===== config.mk =====
export PLATFORM = sky130hd
export DESIGN_NAME = seg7_scan_2digit
export DESIGN_NICKNAME = d
export VERILOG_FILES = /design/src/rtl/seg7_scan_2digit.sv
export SDC_FILE = /design/constraint.sdc
export NUM_CORES = 1
export LEC_CHECK = 0
export CAP_MARGIN = 30
export CORE_MARGIN = 2
export CORE_UTILIZATION = 45
export DETAILED_ROUTE_END_ITERATION = 12
export GPL_ROUTABILITY_DRIVEN = 0
export PLACE_DENSITY_LB_ADDON = 0.25
export SYNTH_ARGS = -nofsm -noshare
export SYNTH_HDL_FRONTEND = slang
export SYNTH_SLANG_ARGS = --single-unit

===== constraint.sdc =====
create_clock -name clock -period 4.2 [get_ports clock]
set_input_delay 0.84 -clock clock [delete_from_list [all_inputs] [get_ports clock]]
set_output_delay 0.84 -clock clock [all_outputs]
set_load 0.02 [all_outputs]

===== src/rtl/seg7_scan_2digit.sv =====
// seg7_scan_2digit: two-digit multiplexed 7-segment display driver.
//
// A prescaler divides the clock into digit slots of REFRESH_DIV cycles each.
// A two-state scan alternates the units slot (SLOT0) and the tens slot (SLOT1).
// Each slot begins with GUARD blanking cycles that suppress ghosting while the
// anodes switch. New digit values are sampled on update into a pending
// buffer. They are committed only at the SLOT1->SLOT0 frame boundary, so a
// frame never shows a mix of old and new digits.
//
// Parameters:
//   REFRESH_DIV  clock cycles per digit slot (2 .. 2^20)
//   GUARD        anode-off cycles at the start of each slot (0 .. REFRESH_DIV-1)
//
// Optional feature (compile-time macro):
//   LEADING_ZERO_BLANK_EN  when defined, a committed tens digit of 0 is blanked
//
// Ports:
//   clock   in   single clock, rising edge
//   reset   in   synchronous, active-high reset
//   dig1    in   [3:0] tens digit value
//   dig0    in   [3:0] units digit value
//   update  in   strobe; dig1/dig0 sampled on every edge where update=1
//   seg     out  [6:0] active-low segments {g,f,e,d,c,b,a}
//   an      out  [1:0] active-low anodes, an[0] units, an[1] tens
//   frame   out  one-cycle pulse after a new digit pair is committed
//   err     out  high while either committed digit exceeds 9

module seg7_scan_2digit #(
    parameter int unsigned REFRESH_DIV = 50000,
    parameter int unsigned GUARD       = 16
) (
    input  logic       clock,
    input  logic       reset,
    input  logic [3:0] dig1,
    input  logic [3:0] dig0,
    input  logic       update,
    output logic [6:0] seg,
    output logic [1:0] an,
    output logic       frame,
    output logic       err
);

    localparam int unsigned    CntW   = (REFRESH_DIV > 1) ? $clog2(REFRESH_DIV) : 1;
    localparam logic [CntW-1:0] CntMax = CntW'(REFRESH_DIV - 1);

    typedef enum logic [0:0] {
        StSlot0,  // units digit
        StSlot1   // tens digit
    } state_e;

    // Active-low segment pattern for one digit; 10..15 show a dash.
    function automatic logic [6:0] decode(input logic [3:0] d);
        logic [6:0] s;
        case (d)
            4'd0:    s = 7'h40;
            4'd1:    s = 7'h79;
            4'd2:    s = 7'h24;
            4'd3:    s = 7'h30;
            4'd4:    s = 7'h19;
            4'd5:    s = 7'h12;
            4'd6:    s = 7'h02;
            4'd7:    s = 7'h78;
            4'd8:    s = 7'h00;
            4'd9:    s = 7'h10;
            default: s = 7'h3F;
        endcase
        return s;
    endfunction

    logic [CntW-1:0] div_cnt_q, div_cnt_d;
    state_e          state_q, state_d;
    logic [3:0]      pend_dig1_q, pend_dig1_d;
    logic [3:0]      pend_dig0_q, pend_dig0_d;
    logic            pend_valid_q, pend_valid_d;
    logic [3:0]      com_dig1_q, com_dig1_d;
    logic [3:0]      com_dig0_q, com_dig0_d;
    logic [6:0]      seg_q, seg_d;
    logic [1:0]      an_q, an_d;
    logic            frame_q, frame_d;
    logic            err_q, err_d;

    logic tick;
    logic boundary;
    logic in_guard;

    // Prescaler and scan state.
    always_comb begin
        tick      = (div_cnt_q == CntMax);
        div_cnt_d = tick ? '0 : div_cnt_q + CntW'(1);
        state_d   = state_q;
        if (tick) begin
            state_d = (state_q == StSlot0) ? StSlot1 : StSlot0;
        end
        boundary = tick && (state_q == StSlot1);
    end

    // Pending buffer and frame-boundary commit. A live update on the boundary
    // edge wins over anything pending, and leaves nothing pending behind.
    always_comb begin
        pend_dig1_d  = pend_dig1_q;
        pend_dig0_d  = pend_dig0_q;
        pend_valid_d = pend_valid_q;
        com_dig1_d   = com_dig1_q;
        com_dig0_d   = com_dig0_q;
        frame_d      = 1'b0;
        if (boundary && update) begin
            com_dig1_d   = dig1;
            com_dig0_d   = dig0;
            pend_valid_d = 1'b0;
            frame_d      = 1'b1;
        end else if (boundary && pend_valid_q) begin
            com_dig1_d   = pend_dig1_q;
            com_dig0_d   = pend_dig0_q;
            pend_valid_d = 1'b0;
            frame_d      = 1'b1;
        end else if (update) begin
            pend_dig1_d  = dig1;
            pend_dig0_d  = dig0;
            pend_valid_d = 1'b1;
        end
        // Taken from the next committed values so err moves with them.
        err_d = (com_dig1_d > 4'd9) || (com_dig0_d > 4'd9);
    end

    // Display outputs, computed from current state and registered one cycle later.
    always_comb begin
        in_guard = (32'(div_cnt_q) < GUARD);
        an_d     = 2'b11;
        seg_d    = 7'h7F;
        if (!in_guard) begin
            if (state_q == StSlot0) begin
                an_d  = 2'b10;
                seg_d = decode(com_dig0_q);
            end else begin
`ifdef LEADING_ZERO_BLANK_EN
                if (com_dig1_q != 4'd0) begin
                    an_d  = 2'b01;
                    seg_d = decode(com_dig1_q);
                end
`else
                an_d  = 2'b01;
                seg_d = decode(com_dig1_q);
`endif
            end
        end
    end

    always_ff @(posedge clock) begin
        if (reset) begin
            div_cnt_q    <= '0;
            state_q      <= StSlot0;
            pend_dig1_q  <= 4'd0;
            pend_dig0_q  <= 4'd0;
            pend_valid_q <= 1'b0;
            com_dig1_q   <= 4'd0;
            com_dig0_q   <= 4'd0;
            seg_q        <= 7'h7F;
            an_q         <= 2'b11;
            frame_q      <= 1'b0;
            err_q        <= 1'b0;
        end else begin
            div_cnt_q    <= div_cnt_d;
            state_q      <= state_d;
            pend_dig1_q  <= pend_dig1_d;
            pend_dig0_q  <= pend_dig0_d;
            pend_valid_q <= pend_valid_d;
            com_dig1_q   <= com_dig1_d;
            com_dig0_q   <= com_dig0_d;
            seg_q        <= seg_d;
            an_q         <= an_d;
            frame_q      <= frame_d;
            err_q        <= err_d;
        end
    end

    assign seg   = seg_q;
    assign an    = an_q;
    assign frame = frame_q;
    assign err   = err_q;

endmodule


==> results of run 1 <==
-- placed cells by master (no fill, tap or decap), drive strengths merged, types with 9 or more instances in the layout --
| master | Yosys | layout |
|---|---|---|
| clkbuf | 9 | 10 |
| inv | 10 | 10 |
| a21oi | 15 | 15 |
| nand3 | 15 | 15 |
| dfxtp | 59 | 59 |
| clkdlybuf4s50 | 0 | 21 |
| and2 | 11 | 11 |
| nor2 | 30 | 30 |
| nand2 | 27 | 27 |
| o21ai | 11 | 11 |
| ha | 11 | 11 |
| mux2i | 9 | 9 |
-- layer usage --
layer  routed length [µm]  vias to the layer above  global-route usage [%]
li1                     -                     1070                       -
met1                 2520                      971                    22.0
met2                 2500                       43                    29.4
met3                  245                       10                    7.08
met4                  135                        0                    8.64
met5                    0                        -                       0
-- area by class of cell --
type | instances | area share (%)
Clock buffer | 10 | 4.11
Clock inverter | 6 | 2.58
Inverter | 12 | 1.49
Multi-Input combinational cell | 204 | 43.2
Sequential cell | 59 | 38.0
Tap cell | 72 | 2.90
Timing Repair Buffer | 25 | 7.73
-- cell families (layout without fill, tap and decap cells) --
family / after synthesis / after routing / share of synthesized area (%)
and+or+nand+nor: 113 / 113 / 21.9
DFF: 59 / 59 / 45.0
AOI/OAI and AO/OA: 56 / 56 / 15.5
buffers and inverters: 26 / 53 / 3.95
xor gates and xnor gates: 15 / 15 / 5.00
adders and majority gates: 11 / 11 / 5.24
muxes: 9 / 9 / 3.43
-- power groups by stage --
stage	registers (W)	logic, W	clock network, W
after floorplan	0.000582	0.0000241	0
after global placement	0.000585	0.0000418	0
after detailed placement	0.000585	0.0000421	0
after CTS	0.000572	0.0000425	0.000564
after global routing	0.000573	0.0000465	0.000586
final	0.000573	0.0000422	0.000548
-- per-stage QoR --
stage	cell area (µm²)	total power [W]
2_1_floorplan	2630	0.000607
3_3_place_gp	2900	0.000626
3_5_place_dp	2900	0.000627
4_1_cts	3110	0.00118
5_1_grt	3110	0.00121
6_report	3110	0.00116
-- cell usage after synthesis (all sizes together) --
cell type  count  area share [%]
nand2         27             3.9
o32ai          2            0.67
o221a          3             2.0
o211a          2            0.76
nor2b          1            0.24
a22oi          1            0.29
a32oi          4             1.3
o221ai         6             2.0
o31ai          2            0.57
a31oi          3            0.71
nand2b         1            0.24
o21a           1            0.29
o2111ai        1            0.33
a21oi         15             3.1
or4b           1            0.38
dfxtp         59              45
o21ai         11             2.1
ha            11             5.2
buf            5            0.90
or2            1            0.24
nor4           2            0.71
o22a           1            0.33
clkinv         2            0.33
xnor2          8             2.7
xor2           7             2.3
o31a           1            0.33
clkbuf         9             1.3
or4            5             1.6
inv           10             1.4
nor3           1            0.19
and2          11             2.8
nor2          30             4.3
and3           6             1.4
nand3         15             2.9
nor3b          5             1.4
o22ai          3            0.71
or3            1            0.24
mux2i          9             3.4
nand4          6             1.4
-- worst max path at each step --
stage	end	slack, ns	from	cells past startpoint
floorplan	flop	1.20	div_cnt_q[12]	11
global placement	flop	0.85	div_cnt_q[12]	9
detailed placement	flop	0.80	div_cnt_q[11]	9
CTS	flop	0.78	div_cnt_q[11]	9
global route	flop	0.56	div_cnt_q[11]	9
finish	flop	0.78	div_cnt_q[11]	9
-- worst max-delay path, stage by stage (launching register included) --
cell and delay, ns:
dfxtp_1 0.36, or4b_1 0.55, or4_1 0.80, or2_0 0.45, o221a_2 0.32, and2_1 0.18, inv_1 0.10, ha_1 0.25
o21ai_0 0.16, o221ai_1 0.12
==> results by group, run 1 <==
Cells and area
  • FF+latch area: approximately 0.0012 mm²
  • Share of cells above drive strength 1: 9.49%
  • NumNets Final: 333
  • Number of diodes: 0
  • Final core utilization: 55.8%
  • Final Non-Filler Cells: 388
  • Layout area overhead: 18.3%
  • FILL cells: ~510
  • Area of the multi-input gates: 0.00134 mm²

Power and ir drop
  • Internal power: 0.000915 W
  • Seq pwr share: 49.3%
  • Power density cells: 374 mW/mm²
  • Worst vdd ir: 276 µV
  • Clk pwr share: a little under half
  • Logic gate share of total power: 3.6%
  • P_sw: 0.000247 W
  • Leakage: 1.12 nW
  • Switching share of power: 21.3%

Setup path
  • R2R depth: 9
  • Crit path kind: reg2reg
  • Critical R2R Launch: div_cnt_q[11]
  • Worst Path Required: about 4.4 ns
  • R2R Setup Slk: 0.78 ns
  • Crit path DAT: between 3 and 4 ns
  • Crit end category: flop
  • Startpoint Class: flop
  • Maximum fanout along the worst path: 16

Route
  • DRC Markers: 0
  • Iteration-0 DRC Markers: 74
  • Antenna-violating nets left: 0
  • DR WL/cell: approximately 14 µm
  • Drt total wl: 5390 µm
  • DR vias: 2,094
  • Vias per inst: 5.40
  • DRT Pass-1 Iters: 4

Floorplanning
  • Initial core utilization: 47.1%
  • Die ar.: 0.00647 mm²
  • Core area: 0.00557 mm²
  • Chip width: around 80 µm
  • Num ports: 22
  • Row count: 27
  • Die Y: 80.4 µm

Clock network
  • Clk_lat worst skew: between 0.3 and 0.4 ns
  • CTS tree: yes
  • Num CTS Buffers: 9
  • Clock Path Buffers: 2
  • H-tree levels: 3
  • Hold_buf cts: 0
  • Post-CTS setup buffers: 0
  • Post_cts resized: 0
  • Reg clk slew, reported paths: ~0.070 ns
  • Clk sink count: 59
  • Clock Root Buffer: clkbuf_8

Synth
  • Avg Inst Size Synth: 9.09 µm²
  • Syn Nets: 311
  • Post-synth cell types: 47
  • Cell area after synthesis: between 0.002 and 0.003 mm²
  • Synth Register Bits: 59
  • YS warnings: 0
  • Sequential element share of the synthesized area: between 40% and 50%
  • Cells after Synth: slightly below 300

Timing
  • Min Tclk post-route: 3.42 ns
  • Final setup fails: 0
  • Slew headroom: 64.1%
  • Tcrit/Tclk final: between 80% and 90%
  • Max-slew violation count: 0
  • Setup TNS: 0 ns
  • Worst Hold Slack: 0.445 ns
  • Hold Vio Cnt, Final: 0
  • Worst Clk Skew: 0.00435 ns
  • Post-route setup slack: slightly below 0.8 ns
  • Worst-margin pin slew: 0.536 ns
  • RSZ-0062 raised after global routing: no
  • Max Clock Freq: about 290 MHz

Status
  • Status: finished clean

Placement
  • Setup WS pre-CTS: about 0.8 ns
  • Placed insts: 372
  • HPWL after detailed placement: 3830 µm
  • Buffers added on ports: 21

Global route
  • GRT overflow: 0
  • Vias in the first global route: about 2,000
  • Global-route wire length before repair: about 9200 µm
  • Initial antenna violation count: 0
  • GRT Total Usage: between 10% and 20%
  • Largest net degree at the start of global routing: 24

Min path
  • Min-delay worst type: reg2reg
  • Hold Path Cell Cnt: 2
  • Hold EP: seg[0]

Flow run
  • Max Cap Viol: 0
No activity file was read; power rests on OpenSTA's default activity.
==> run 2: changes to the inputs <==
==> constraint.sdc (replaced) <==
create_clock -name clock -period 2.97 [get_ports clock]
set_input_delay 0.594 -clock clock [delete_from_list [all_inputs] [get_ports clock]]
set_output_delay 0.594 -clock clock [all_outputs]
set_load 0.02 [all_outputs]
==> results by group, run 2 (same netlist as run 1, synthesis figures left out) <==
Setup path
  • Maximum fanout along the worst path: 15
  • Startpoint Class: flop
  • Slowest CP cell: or4_4
  • Crit path kind: reg2reg
  • Crit end category: flop
  • R2R Setup Slk: 0.13 ns
  • Critical R2R Launch: div_cnt_q[12]
  • Worst Path Required: 3.16 ns
  • Worst setup startpoint: div_cnt_q[12]
  • Slowest stage delay, CP: ~0.56 ns
  • Crit path DAT: 3.03 ns
  • Crit path cell chain: or4_4 -> or4_4 -> buf_4 -> nor3b_2 -> o21ai_0 -> and2_4 -> buf_4 -> ha_1 -> o21ai_0 -> o221ai_1
  • R2R depth: 10

Clock network
  • Clk_lat worst skew: 0.34 ns
  • H-tree levels: 3
  • Clock Root Buffer: clkbuf_8
  • Reg clk slew, reported paths: 0.06 ns
  • Clk sink count: 59
  • Clock Path Buffers: 2
  • Num CTS Buffers: 9
  • CTS tree: yes

Cells and area
  • Area of the multi-input gates: 0.00137 mm²
  • Final core utilization: 59.8%
  • Number of diodes: 0
  • Layout area overhead: 26.9%
  • FILL cells: 509
  • Most frequent cells in the layout: dfxtp_1, nor2_1, buf_4
  • FF+latch area: 0.00118 mm²
  • NumNets Final: 359
  • Final Non-Filler Cells: 414
  • Commonest non-fill, non-tap cell in the layout: dfxtp_1
  • Share of cells above drive strength 1: 18.4%

Flow run
  • Max Cap Viol: 0

Global route
  • GRT overflow: 0
  • Initial antenna violation count: 0
  • Largest net degree at the start of global routing: 23
  • Global-route wire length before repair: 9540 µm
  • GRT Total Usage: 19.3%
  • Vias in the first global route: 1,963

Floorplanning
  • Num ports: 22
  • Die ar.: approximately 0.0065 mm²
  • Initial core utilization: 47.1%
  • Row count: 27
  • Core area: 0.00557 mm²
  • Die Y: 80.4 µm
  • Chip width: about 80 µm

Placement
  • Buffers added on ports: 21
  • Setup WS pre-CTS: 0.0715 ns
  • HPWL after detailed placement: 4060 µm
  • Placed insts: 394

Route
  • DR WL/cell: 14.1 µm
  • Drt total wl: 5830 µm
  • DR vias: roughly 2,200
  • Antenna-violating nets left: 0
  • DRC Markers: 0
  • Vias per inst: 5.39
  • DRT Pass-1 Iters: 4
  • Iteration-0 DRC Markers: 122

Timing
  • Max-slew violation count: 0
  • Hold Vio Cnt, Final: 0
  • Worst Clk Skew: slightly above 0.008 ns
  • RSZ-0062 raised after global routing: no
  • Final setup fails: 0
  • Post-route setup slack: 0.132 ns
  • Setup TNS: 0 ns
  • Max Clock Freq: ~350 MHz
  • Min Tclk post-route: 2.84 ns
  • Tcrit/Tclk final: 95.6%
  • Worst-margin pin slew: 0.581 ns
  • Slew headroom: 61.1%

Power and ir drop
  • Power density cells: between 400 and 500 mW/mm²
  • Pwr Total: 0.00166 W
  • Leakage: 1.26 nW
  • Worst vdd ir: 512 µV

Status
  • Status: finished clean

Min path
  • Min-delay worst type: reg2reg
[run 2: layer usage]
metal  track usage (%)  vias up  share of wire (%)
met1              24.7     1035                 47
li1                  -     1124                  -
met2              29.9       63                 47
met5                 0        -                  0
met3              6.85       10                4.3
met4              7.29        0                1.6
[run 2: worst max-delay path, delay by kind of cell (launching register included)]
kind,cells,cell delay [ns]
fa+ha+maj,1,0.20
compound gates,3,0.41
flops,1,0.31
buf+inv,2,0.35
simple gates,4,1.44
[run 2: where the power goes]
part           leakage (nW)  internal [W]  switching (W)
clock network         0.103      0.000470       0.000316
logic                 0.678     0.0000287      0.0000339
registers             0.478      0.000802     0.00000872
total                  1.26       0.00130       0.000358
[run 2: area by class of cell]
class                   count  share of cell area, %
flip-flops and latches     59                   35.4
clock inverters             5                   2.33
repair buffers             51                   13.1
multi-input cells         204                   41.1
clock buffers              11                   3.94
well taps                  72                   2.70
inverters                  12                   1.39
[run 2: how the worst min path moves through the flow]
stage,slack [ns],cells after the start,end,from
after floorplan,0.41,1,div_cnt_q[0],div_cnt_q[0]
after global placement,0.42,1,div_cnt_q[0],div_cnt_q[0]
after detailed placement,0.43,2,seg[0],flop
after CTS,0.45,2,seg[0],flop
after global routing,0.45,2,seg[2],flop
final,0.44,2,seg[0],flop
[run 2: through the flow]
stage / cell area (µm²) / hold WS, ns
3_5_place_dp: 3070 / 0.431
6_report: 3330 / 0.442
4_1_cts: 3280 / 0.446
5_1_grt: 3330 / 0.455
2_1_floorplan: 2640 / 0.413
3_3_place_gp: 3070 / 0.424
[run 2: repair_timing]
action                                 4_1_cts  5_1_grt
hold buffers                                 0        0
endpoints found under the hold margin        0        0
setup endpoints to repair                    0        8
setup buffers                                0        4
resized for setup                            0       10
